**config.mk**
```make
export PLATFORM = sky130hd
export DESIGN_NAME = lcd_capture_rgb565
export DESIGN_NICKNAME = d
export VERILOG_FILES = /design/src/rtl/lcd_capture_rgb565.sv
export SDC_FILE = /design/constraint.sdc
export NUM_CORES = 1
export LEC_CHECK = 0
export ABC_AREA = 1
export CAP_MARGIN = 20
export CELL_PAD_IN_SITES_DETAIL_PLACEMENT = 1
export CELL_PAD_IN_SITES_GLOBAL_PLACEMENT = 2
export CORE_UTILIZATION = 35
export CTS_CLUSTER_SIZE = 20
export DETAILED_ROUTE_END_ITERATION = 10
export GPL_ROUTABILITY_DRIVEN = 0
export PLACE_DENSITY_LB_ADDON = 0.12
export SLEW_MARGIN = 20
export SYNTH_ARGS = -nofsm -noshare
export SYNTH_HDL_FRONTEND = slang
export SYNTH_SLANG_ARGS = --single-unit
```
**constraint.sdc**
```tcl
create_clock -name iClk -period 7.9 [get_ports iClk]
set_input_delay 1.185 -clock iClk [delete_from_list [all_inputs] [get_ports iClk]]
set_output_delay 1.185 -clock iClk [all_outputs]
set_load 0.05 [all_outputs]
```
**src/rtl/lcd_capture_rgb565.sv**
```systemverilog
// Captures one RGB565 frame from a parallel LCD-style sync/pixel bus into a frame RAM.
// Sync and pixel inputs are registered on each pixel tick; edges are found between consecutive ticks.
module lcd_capture_rgb565 #(
  parameter int H_ACTIVE = 480,
  parameter int V_ACTIVE = 272,
  parameter int H_SKIP   = 2,
  parameter int V_SKIP   = 2
) (
  input  logic        iClk,
  input  logic        iRst,
  input  logic        iEnClk,
  input  logic        iCapEn,
  input  logic        iHSync,
  input  logic        iVSync,
  input  logic [4:0]  iR,
  input  logic [5:0]  iG,
  input  logic [4:0]  iB,
  output logic        oRamWrEn,
  output logic [16:0] oRamWrAddr,
  output logic [15:0] oRamWrData,
  output logic        oBusy,
  output logic        oFrameDone,
  output logic        oLineErr,
  output logic        oFrameErr
);

  localparam logic [1:0] S_IDLE   = 2'd0;
  localparam logic [1:0] S_WAITV  = 2'd1;
  localparam logic [1:0] S_SKIPV  = 2'd2;
  localparam logic [1:0] S_ACTIVE = 2'd3;

  localparam logic [15:0] H_FIRST = 16'(H_SKIP);
  localparam logic [15:0] H_END   = 16'(H_SKIP + H_ACTIVE);
  localparam logic [15:0] H_LAST  = 16'(H_ACTIVE - 1);
  localparam logic [15:0] V_LAST  = 16'(V_ACTIVE - 1);
  localparam logic [15:0] V_SKIPS = 16'(V_SKIP);
  localparam logic [16:0] H_STEP  = 17'(H_ACTIVE);

  logic [1:0]  state;
  logic        hs_q, vs_q, hs_prev, vs_prev;
  logic [1:0]  warm;
  logic [15:0] pix_q;
  logic [15:0] hcnt;
  logic        line_open;
  logic [15:0] line_idx;
  logic [16:0] line_base;
  logic [15:0] vskip_cnt;
  logic        done_pend;

  logic        edges_ok, hs_rise, hs_fall, vs_rise, vs_fall;
  logic [15:0] idx, col;
  logic        in_window, last_px;
  logic [1:0]  exit_state;

  // Edges only count once both history registers hold real samples taken after reset,
  // so a sync that was already high when reset released never looks like a fresh edge.
  assign edges_ok   = warm[1];
  assign hs_rise    = edges_ok &  hs_q & ~hs_prev;
  assign hs_fall    = edges_ok & ~hs_q &  hs_prev;
  assign vs_rise    = edges_ok &  vs_q & ~vs_prev;
  assign vs_fall    = edges_ok & ~vs_q &  vs_prev;

  assign idx        = hs_rise ? 16'd0 : hcnt;
  assign col        = idx - H_FIRST;
  assign in_window  = (idx >= H_FIRST) && (idx < H_END);
  assign last_px    = (col == H_LAST) && (line_idx == V_LAST);
  assign exit_state = iCapEn ? S_WAITV : S_IDLE;
  assign oBusy      = (state == S_SKIPV) || (state == S_ACTIVE);

  // Input stage, capture FSM and write port all advance on pixel ticks; the two strobes self-clear every clock.
  always_ff @(posedge iClk or posedge iRst) begin
    if (iRst) begin
      state      <= S_IDLE;
      hs_q       <= 1'b0;
      vs_q       <= 1'b0;
      hs_prev    <= 1'b0;
      vs_prev    <= 1'b0;
      warm       <= 2'b00;
      pix_q      <= 16'd0;
      hcnt       <= 16'd0;
      line_open  <= 1'b0;
      line_idx   <= 16'd0;
      line_base  <= 17'd0;
      vskip_cnt  <= 16'd0;
      done_pend  <= 1'b0;
      oRamWrEn   <= 1'b0;
      oRamWrAddr <= 17'd0;
      oRamWrData <= 16'd0;
      oFrameDone <= 1'b0;
      oLineErr   <= 1'b0;
      oFrameErr  <= 1'b0;
    end else begin
      oRamWrEn   <= 1'b0;
      done_pend  <= 1'b0;
      oFrameDone <= done_pend;
      if (iEnClk) begin
        hs_q    <= iHSync;
        vs_q    <= iVSync;
        hs_prev <= hs_q;
        vs_prev <= vs_q;
        pix_q   <= {iR, iG, iB};
        warm    <= {warm[0], 1'b1};
        case (state)
          S_IDLE: begin
            if (iCapEn) begin
              state     <= S_WAITV;
              oLineErr  <= 1'b0;
              oFrameErr <= 1'b0;
            end
          end
          S_WAITV: begin
            if (!iCapEn) begin
              state <= S_IDLE;
            end else if (vs_rise) begin
              state     <= S_SKIPV;
              vskip_cnt <= 16'd0;
              line_idx  <= 16'd0;
              line_base <= 17'd0;
              line_open <= 1'b0;
              hcnt      <= 16'd0;
            end
          end
          S_SKIPV: begin
            if (vs_fall) begin
              oFrameErr <= 1'b1;
              state     <= exit_state;
            end else if (vskip_cnt == V_SKIPS) begin
              state <= S_ACTIVE;
            end else if (hs_fall) begin
              vskip_cnt <= vskip_cnt + 16'd1;
            end
          end
          default: begin
            if (vs_fall) begin
              oFrameErr <= 1'b1;
              state     <= exit_state;
            end else if (hs_q && (hs_rise || line_open)) begin
              line_open <= 1'b1;
              hcnt      <= (idx == H_END) ? idx : idx + 16'd1;
              if (in_window) begin
                oRamWrEn   <= 1'b1;
                oRamWrAddr <= line_base + {1'b0, col};
                oRamWrData <= pix_q;
                if (last_px) begin
                  done_pend <= 1'b1;
                  state     <= exit_state;
                end
              end
            end else if (!hs_q && line_open) begin
              // A short line still consumes its whole address slot so later lines stay aligned.
              line_open <= 1'b0;
              if (hcnt < H_END) oLineErr <= 1'b1;
              line_base <= line_base + H_STEP;
              line_idx  <= line_idx + 16'd1;
              if (line_idx == V_LAST) begin
                done_pend <= 1'b1;
                state     <= exit_state;
              end
            end
          end
        endcase
      end
    end
  end

endmodule

```
==> impl_metrics.ini, run 1 <==
[status]
outcome = finished clean

[clock_tree]
cts_tree = built
numCtsBuffers = 17
cts_buffer_depth = 2
htree_levels = 4
cts.sinks = 123
clk_pin_slew_worst_paths_ps = 60
clock_latency_ps = 420
post_cts_buffers = 0
cts_resized = 0
postCtsHoldBufs = 0
cts_root_buf = clkbuf_16

[final_layout]
antenna_cells = 0
seqCellArea_um2 = 3080
syn2layout_area_growth_pct = 20.2
drive_above_1_share = 0.0505
multi_input_area_um2 = 3490
final_cell_mix = nand2_1, dfrtp_1, inv_1
layout_commonest_cell = nand2_1
num-nets-final = 1064
nFillCells = 2451

[sta]
hold_viol = 0
worst_slew_pin_slew_ps = 1010
fmax_mhz = 254
tns_ps = 0
slew_viol_final = 0
setup_viol = 0
holdWs_ps = 358
min_period_ps = 3940
fin_crit_sh = 0.498
rsz0062_at_grt = no
skew_ps = 11.7
relSlewSlack = 0.325

[power]
swShare = 0.459
p_per_area_nw_per_um2 = 368
seqPwrFrac = 0.273
p_leak_nw = 4.11
ir_drop_mv = 0.192
power.share.clock = 0.258
power.switching_mw = 1.45
internal_power_mw = 1.71
p_comb_frac = 0.469

[route]
drt_pass1_iterations = 5
avgViaCountPerCell = 4.94
vias = 6395
post_drt_wl_per_cell_um = 16.1
initialDrtViolationCount = 341
wl_mm = 20.9
detail-route-antenna-nets = 0
drc_errors = 0

[yosys]
synthCells = 956
yosys_most_used_dff = dfrtp_1
synth_edf_count = 0
syn_nets = 1004
ys_ff_latch = 123
syn-cell-area_um2 = 7150
ys_async_sr_fraction = 1.00
syn_avg_cell_area_um2 = 7.48
synth_seq_area_share = 0.430
ys_warn_count = 0
synth.distinct_cells = 44

[critical_path]
r2r_slack_ps = 3960
path_class = flop to flop
r2r_start = hs_q
setup.worst_path.end_class = flop
startpoint = hs_q
cp_max_fo = 24
endpoint = oRamWrAddr[16]
worstPathArrival_ps = 4250
crit_path_start_kind = flop
reg2regPathDepth = 17
rr_endpoint = oRamWrAddr[16]
worstPathRequired_ps = 8210

[die]
rows = 51
die-height_um = 145
initial_core_util = 0.363
io_pins = 60
die_w_um = 145
die_area_um2 = 21000
core_um2 = 19700

[global_routing]
grt_max_degree = 69
grt_pass1_wl_mm = 35.5
grt_pass1_vias = 6609
globalRouteTotalUtil = 0.212
antenna_found_initial = 0
grt_overflow = 0

[hold_path]
min_path_type = flop to flop
holdPathStages = 0

[run]
maxCapViolations = 0

[place]
numPortBuffers = 59
dp_hpwl_mm = 15.5
[stage by stage]
stage | worst slack (ps) | util | area [um^2] | instances | power (mW)
after detailed placement | 3630 | 0.405 | 7990 | 1262 | 2.36
after floorplan | 3440 | - | 7150 | 956 | 1.91
after CTS | 3930 | 0.436 | 8590 | 1294 | 3.20
after global routing | 3480 | 0.436 | 8590 | 1294 | 3.42
after global placement | 3710 | 0.405 | 7990 | 1262 | 2.35
final | 3960 | 0.436 | 8590 | 1294 | 3.16
[sequential cells by signal, summed over array words and instances (netlist names)]
register / cells
oFrameDone: 1
vs_q: 1
done_pend: 1
hs_q: 1
state: 2
oLineErr: 1
warm: 2
vs_prev: 1
oFrameErr: 1
line_base: 12
line_open: 1
line_idx: 16
oRamWrEn: 1
pix_q: 16
oRamWrAddr: 17
hs_prev: 1
hcnt: 16
vskip_cnt: 16
oRamWrData: 16
[worst min-delay path by stage]
stage / slack [ps] / end / from
floorplan: 330 / oFrameDone / done_pend
global placement: 340 / oFrameDone / done_pend
detailed placement: 350 / oFrameDone / done_pend
CTS: 360 / oFrameDone / done_pend
global route: 370 / oFrameDone / done_pend
finish: 360 / oFrameDone / done_pend
[kinds of logic (layout without fill, tap and decap cells)]
kind of cell	count (synthesis)	count (layout)	share of synthesized area
simple gates	461	461	0.274
compound gates	168	168	0.131
buf+inv	147	220	0.0817
flops	123	123	0.430
xor+xnor	30	30	0.0367
fa+ha+maj	26	26	0.0455
other cells	1	1	0.000524
[worst max-delay path, cell delays in order, from the launching register on]
cell and delay [ps]:
dfrtp_1 440, nand3_2 480, inv_1 380, nor2_1 130, inv_1 120, ha_1 220
nand2_1 130, nor2_1 210, nand2_1 80, nand2_1 90, inv_1 60, ha_1 340
a21oi_1 320, o21ai_0 190, a221oi_1 350, nand3_1 140, nand3_1 100, nand2_1 50
[synth_stat cells, types with 2 or more instances]
| library cell | instances | area share |
|---|---|---|
| nand2_1 | 251 | 0.13 |
| dfrtp_1 | 123 | 0.43 |
| inv_1 | 122 | 0.064 |
| nor2_1 | 92 | 0.048 |
| o21ai_0 | 78 | 0.055 |
| nand3_1 | 58 | 0.041 |
| a21oi_1 | 33 | 0.023 |
| ha_1 | 26 | 0.045 |
| xor2_1 | 25 | 0.031 |
| o21ai_1 | 21 | 0.015 |
| nor3_1 | 17 | 0.012 |
| clkbuf_1 | 16 | 0.0084 |
| nand4_1 | 14 | 0.012 |
| nor4_1 | 9 | 0.0079 |
| o22ai_1 | 7 | 0.0061 |
| o21ai_2 | 6 | 0.0073 |
| nand3b_1 | 5 | 0.0052 |
| o31ai_1 | 5 | 0.0052 |
| xnor2_1 | 5 | 0.0061 |
| a31oi_1 | 4 | 0.0035 |
| and3_1 | 4 | 0.0035 |
| buf_6 | 4 | 0.0063 |
| a21o_1 | 3 | 0.0031 |
| nand2_2 | 3 | 0.0026 |
| nor3b_1 | 3 | 0.0031 |
| a221oi_1 | 2 | 0.0024 |
| buf_2 | 2 | 0.0014 |
| clkinv_1 | 2 | 0.0011 |
[area by class of cell]
| cell class | count | area share |
|---|---|---|
| multi-input cells | 686 | 0.406 |
| flip-flops and latches | 123 | 0.358 |
| repair buffers | 63 | 0.0722 |
| inverters | 125 | 0.0549 |
| clock buffers | 17 | 0.0495 |
| well taps | 265 | 0.0386 |
| clock inverters | 15 | 0.0205 |
[power groups by stage]
stage,Sequential (mW),Combinational [mW],Clock [mW]
after floorplan,0.956,0.954,0
after CTS,0.861,1.50,0.837
after global routing,0.880,1.68,0.864
after global placement,0.870,1.48,0
final,0.862,1.48,0.817
after detailed placement,0.871,1.49,0
[per-layer routing]
| layer | global-route usage | wire, um |
|---|---|---|
| met1 | 0.298 | 10600 |
| met2 | 0.337 | 9640 |
| met3 | 0.0296 | 470 |
| met4 | 0.0606 | 203 |
| met5 | 0 | 0 |
(Power assumes the default switching activity.)
==> run 2, diff against run 1 <==
--- a/config.mk
+++ b/config.mk
@@ -9,7 +9,7 @@
 export CAP_MARGIN = 20
 export CELL_PAD_IN_SITES_DETAIL_PLACEMENT = 1
 export CELL_PAD_IN_SITES_GLOBAL_PLACEMENT = 2
-export CORE_UTILIZATION = 35
+export CORE_UTILIZATION = 34
 export CTS_CLUSTER_SIZE = 20
 export DETAILED_ROUTE_END_ITERATION = 10
 export GPL_ROUTABILITY_DRIVEN = 0
==> constraint.sdc (replaced) <==
create_clock -name iClk -period 3.7 [get_ports iClk]
set_input_delay 0.555 -clock iClk [delete_from_list [all_inputs] [get_ports iClk]]
set_output_delay 0.555 -clock iClk [all_outputs]
set_load 0.05 [all_outputs]
==> run 2 against run 1 <==
Compared with the run above: utilization fell by 1.1 points; combinational power grew 110%; power increased by 110%; critical path type unchanged; largest cell class unchanged; largest power group unchanged.
==> impl_metrics.ini, run 2 (synthesis results as in run 1) <==
[status]
outcome = finished clean

[critical_path]
startpoint = hs_q
path_class = flop to flop
crit_top_cell = nand2_1
worstPathCellList = nand3_2 > inv_1 > nor2_1 > inv_1 > ha_1 > nand2_1 > nor2_1 > nand2_1 > nand2_1 > inv_1 > ha_1 > a21oi_1 > o21ai_0 > a221oi_1 > nand3_1 > nand3_1 > nand2_1
worstPathArrival_ps = 3660
rr_endpoint = oRamWrAddr[16]
endpoint = oRamWrAddr[16]
crit_path_start_kind = flop
reg2regPathDepth = 17
r2r_start = hs_q
cp_max_fo = 6
setup.worst_path.end_class = flop
r2r_slack_ps = 350
crit_slowest_cell = dfrtp_1
max_stage_delay_ps = 430
worstPathRequired_ps = 4010

[run]
maxCapViolations = 0

[final_layout]
fin_util = 0.425
fin_area_um2 = 8680
antenna_cells = 0
fin_cells = 1307
layout_commonest_cell = nand2_1
top_register = oRamWrAddr
drive_above_1_share = 0.0579
syn2layout_area_growth_pct = 21.4
largest_reg_flops = 17
final_cell_mix = nand2_1, dfrtp_1, inv_1
num-nets-final = 1072

[route]
drt_pass1_iterations = 4
wl_mm = 20.6
initialDrtViolationCount = 274
drc_errors = 0
avgViaCountPerCell = 4.91
post_drt_wl_per_cell_um = 15.8
vias = 6420
detail-route-antenna-nets = 0

[global_routing]
grt_pass1_vias = 6735
antenna_found_initial = 0
globalRouteTotalUtil = 0.207
grt_max_degree = 59
grt_pass1_wl_mm = 35.5
grt_overflow = 0

[die]
die_area_um2 = 21600
io_pins = 60
core_um2 = 20400
initial_core_util = 0.350
die_w_um = 147
die-height_um = 147
rows = 52

[sta]
relSlewSlack = 0.346
slew_viol_final = 0
setup_viol = 0
rsz0062_at_grt = no
min_period_ps = 3350
worst_slew_pin_slew_ps = 980
skew_ps = 8.33
tns_ps = 0
fin_crit_sh = 0.905
finalWorstSetupSlack_ps = 352
hold_viol = 0
fmax_mhz = 299
holdWs_ps = 357

[power]
power.switching_mw = 3.03
internal_power_mw = 3.68
power_mw = 6.71
swShare = 0.452
p_leak_nw = 4.15
p_comb_frac = 0.472
ir_drop_mv = 0.350
seqPwrFrac = 0.275
power.share.clock = 0.254
p_per_area_nw_per_um2 = 773

[clock_tree]
cts.sinks = 123
clock_latency_ps = 420
cts_buffer_depth = 2
cts_root_buf = clkbuf_16
clk_pin_slew_worst_paths_ps = 60
postCtsHoldBufs = 0
htree_levels = 4
cts_resized = 0
numCtsBuffers = 17
cts_tree = built
post_cts_buffers = 0

[hold_path]
min_path_type = flop to flop

[place]
place_ws_ps = 375
placed_cell_area_um2 = 8080
dp_hpwl_mm = 15.5
numPortBuffers = 59
place_inst = 1275
==> run 2: cell count changes in the layout (fill, tap and decap cells not counted), moves of 2 or more <==
cell,delta
buf_4,+6
buf_12,+2
clkinvlp_4,+2
inv_6,-2
==> run 2: layer usage <==
| layer | GRT usage | share of wire | vias to the layer above |
|---|---|---|---|
| li1 | - | - | 3251 |
| met1 | 0.290 | 0.52 | 3088 |
| met2 | 0.332 | 0.45 | 65 |
| met3 | 0.0301 | 0.018 | 16 |
| met4 | 0.0541 | 0.011 | 0 |
| met5 | 0 | 0 | - |
==> run 2: power by group through the flow <==
| stage | clock network [mW] | registers, mW | logic (mW) |
|---|---|---|---|
| 6_report | 1.70 | 1.84 | 3.17 |
| 5_1_grt | 1.80 | 1.88 | 3.60 |
| 4_1_cts | 1.75 | 1.84 | 3.20 |
| 3_5_place_dp | 0 | 1.86 | 3.18 |
| 3_3_place_gp | 0 | 1.86 | 3.16 |
| 2_1_floorplan | 0 | 2.04 | 2.04 |
==> run 2: worst min-delay path by stage <==
stage	startpoint	depth (start not counted)	to	slack, ps
floorplan	done_pend	0	oFrameDone	330
global placement	done_pend	0	oFrameDone	340
detailed placement	done_pend	0	oFrameDone	350
CTS	done_pend	0	oFrameDone	360
global route	done_pend	0	oFrameDone	370
finish	done_pend	0	oFrameDone	360
==> run 2: area by class of cell <==
class,count,area [um^2]
Inverter,125,473
Multi-Input combinational cell,686,3490
Clock inverter,14,160
Tap cell,270,338
Timing Repair Buffer,71,706
Sequential cell,123,3080
Fill cell,2569,11700
Clock buffer,18,439
==> run 2: critical path: cells and delay by family, from the launching register on <==
kind                       cells  cell delay (ps)
adders and majority gates      2              570
buffers and inverters          3              390
and+or+nand+nor                9             1010
AOI/OAI and AO/OA              3              830
DFF                            1              430
==> run 3, diff against run 2 <==
--- a/config.mk
+++ b/config.mk
@@ -9,6 +9,8 @@
 export CAP_MARGIN = 20
 export CELL_PAD_IN_SITES_DETAIL_PLACEMENT = 1
 export CELL_PAD_IN_SITES_GLOBAL_PLACEMENT = 2
+export CORE_ASPECT_RATIO = 1.5
+export CORE_MARGIN = 1.5
 export CORE_UTILIZATION = 34
 export CTS_CLUSTER_SIZE = 20
 export DETAILED_ROUTE_END_ITERATION = 10
==> run 3 against run 2 <==
Compared with the run above: first-iteration DRC count increased by 14%; largest cell class unchanged; sequential power about the same; non-clock buffer count increased by 1; combinational power increased by 1%; maximum frequency increased by 3.2%; wire length increased by 5.8%; global-route usage increased by 0.84 points; register-to-register slack improved by 100 ps; utilization decreased by 0.24 points.
==> impl_metrics.ini, run 3 (synthesis results as in run 1) <==
[status]
outcome = finished clean

[power]
power.switching_mw = 3.08
internal_power_mw = 3.66
power.share.clock = 0.247
p_leak_nw = 4.14
p_per_area_nw_per_um2 = 777
seqPwrFrac = 0.277
ir_drop_mv = 0.309
p_comb_frac = 0.477
swShare = 0.457

[critical_path]
worstPathCellList = nand3_2 > inv_1 > nor2_1 > inv_1 > ha_1 > nand2_1 > nor2_1 > nand2_1 > nand2_1 > inv_1 > ha_1 > nand2_1 > nor2_1 > nand2_1 > nand3b_1 > nand3_1 > nand2_1 > nand2_1 > a21oi_1 > xor2_1 > nand2_1 > nand2_1
crit_family = simple AND/OR/NAND/NOR gates
crit_slowest_cell = dfrtp_1
worstPathRequired_ps = 4060
crit_path_start_kind = flop
setup.worst_path.end_class = flop
worstPathArrival_ps = 3600
max_stage_delay_ps = 440
r2r_start = hs_q
crit_buf_inv = 3
cp_max_fo = 6
crit_top_cell = nand2_1
startpoint = hs_q
path_class = flop to flop

[route]
wl_mm = 21.8
drt_pass1_iterations = 4
drc_errors = 0
avgViaCountPerCell = 4.98
post_drt_wl_per_cell_um = 16.8
detail-route-antenna-nets = 0
vias = 6488
initialDrtViolationCount = 311

[die]
initial_core_util = 0.349
die_w_um = 121
io_pins = 60
rows = 64
core_um2 = 20500
die_area_um2 = 21900
die-height_um = 181

[global_routing]
grt_max_degree = 59
grt_pass1_vias = 7131
antenna_found_initial = 0
grt_pass1_wl_mm = 36.8
globalRouteTotalUtil = 0.215
grt_overflow = 0

[sta]
worst_slew_pin_slew_ps = 969
min_period_ps = 3240
setup_viol = 0
fin_crit_sh = 0.877
rsz0062_at_grt = no
fmax_mhz = 308
relSlewSlack = 0.352
skew_ps = 8.43
slew_viol_final = 0
tns_ps = 0
hold_viol = 0

[run]
maxCapViolations = 0

[clock_tree]
post_cts_buffers = 0
cts.sinks = 123
cts_tree = built
cts_resized = 0
htree_levels = 4
clock_latency_ps = 430
numCtsBuffers = 17
cts_buffer_depth = 2
postCtsHoldBufs = 0
cts_root_buf = clkbuf_16
clk_pin_slew_worst_paths_ps = 60

[final_layout]
drive_above_1_share = 0.0588
antenna_cells = 0
nFillCells = 2555
num-nets-final = 1073
fin_cells = 1302
final_cell_mix = nand2_1, dfrtp_1, inv_1
largest_reg_flops = 17
syn2layout_area_growth_pct = 21.2
top_register = oRamWrAddr
layout_commonest_cell = nand2_1

[hold_path]
min_from = done_pend
min_path_type = flop to flop

[place]
numPortBuffers = 59
place_inst = 1270
dp_hpwl_mm = 16.7
[run 3: cell count changes in the layout (fill, tap and decap cells not counted)]
cell | before | now
clkinv_4 | 2 | 4
a21oi_1 | 33 | 32
buf_4 | 10 | 11
clkbuf_8 | 1 | 0
clkbuf_1 | 0 | 1
inv_8 | 2 | 0
inv_6 | 4 | 2
a21oi_2 | 0 | 1
clkinv_2 | 2 | 4
[run 3: metrics by stage]
stage | area [um^2] | utilization | power (mW) | worst slack, ps | hold slack [ps]
2_1_floorplan | 7160 | - | 4.08 | 889 | 331
6_report | 8660 | 0.423 | 6.73 | 455 | 370
5_1_grt | 8660 | 0.423 | 7.32 | 56.0 | 390
3_5_place_dp | 8080 | 0.394 | 5.12 | 398 | 362
4_1_cts | 8660 | 0.422 | 6.82 | 393 | 376
3_3_place_gp | 8080 | 0.394 | 5.09 | 539 | 347
[run 3: worst paths after layout]
path | depth (start not counted) | slack, ps | endpoint
max | 22 | 460 | oRamWrAddr[15]
min | 0 | 370 | oFrameDone
min in group asynchronous | 2 | 690 | oRamWrData[2]
max in group asynchronous | 3 | 2270 | hcnt[12]
min reg2reg | 0 | 370 | oFrameDone
max reg2reg | 22 | 460 | oRamWrAddr[15]
[run 3: worst register-to-register path, delay by kind of cell (launching register included)]
kind                     cells  cell delay, ps
AND/OR/NAND/NOR             15            1480
adder cells (fa/ha/maj)      2             570
XOR/XNOR                     1             170
AO/OA/AOI/OAI                1             150
buffers and inverters        3             360
flip-flops                   1             440
[run 3: cell type report]
cell class	instances	area, um^2	area share
clock inverter	14	148	0.0170
tap	264	330	0.0381
sequential	123	3080	0.355
inverter	125	473	0.0546
timing repair buffer	72	713	0.0823
multi-input combinational	686	3490	0.403
clock buffer	18	429	0.0495
[run 3: routing by layer]
layer,GRT usage,share of wire,vias up
met5,0,0,-
met4,0.0711,0.019,0
met3,0.0361,0.019,26
met2,0.401,0.54,65
met1,0.243,0.42,3151
li1,-,-,3246
[run 3: power by group through the flow]
stage / sequential, mW / clock, mW / combinational (mW)
floorplan: 2.04 / 0 / 2.04
global placement: 1.89 / 0 / 3.20
detailed placement: 1.89 / 0 / 3.22
CTS: 1.87 / 1.70 / 3.24
global route: 1.91 / 1.76 / 3.66
finish: 1.86 / 1.66 / 3.21
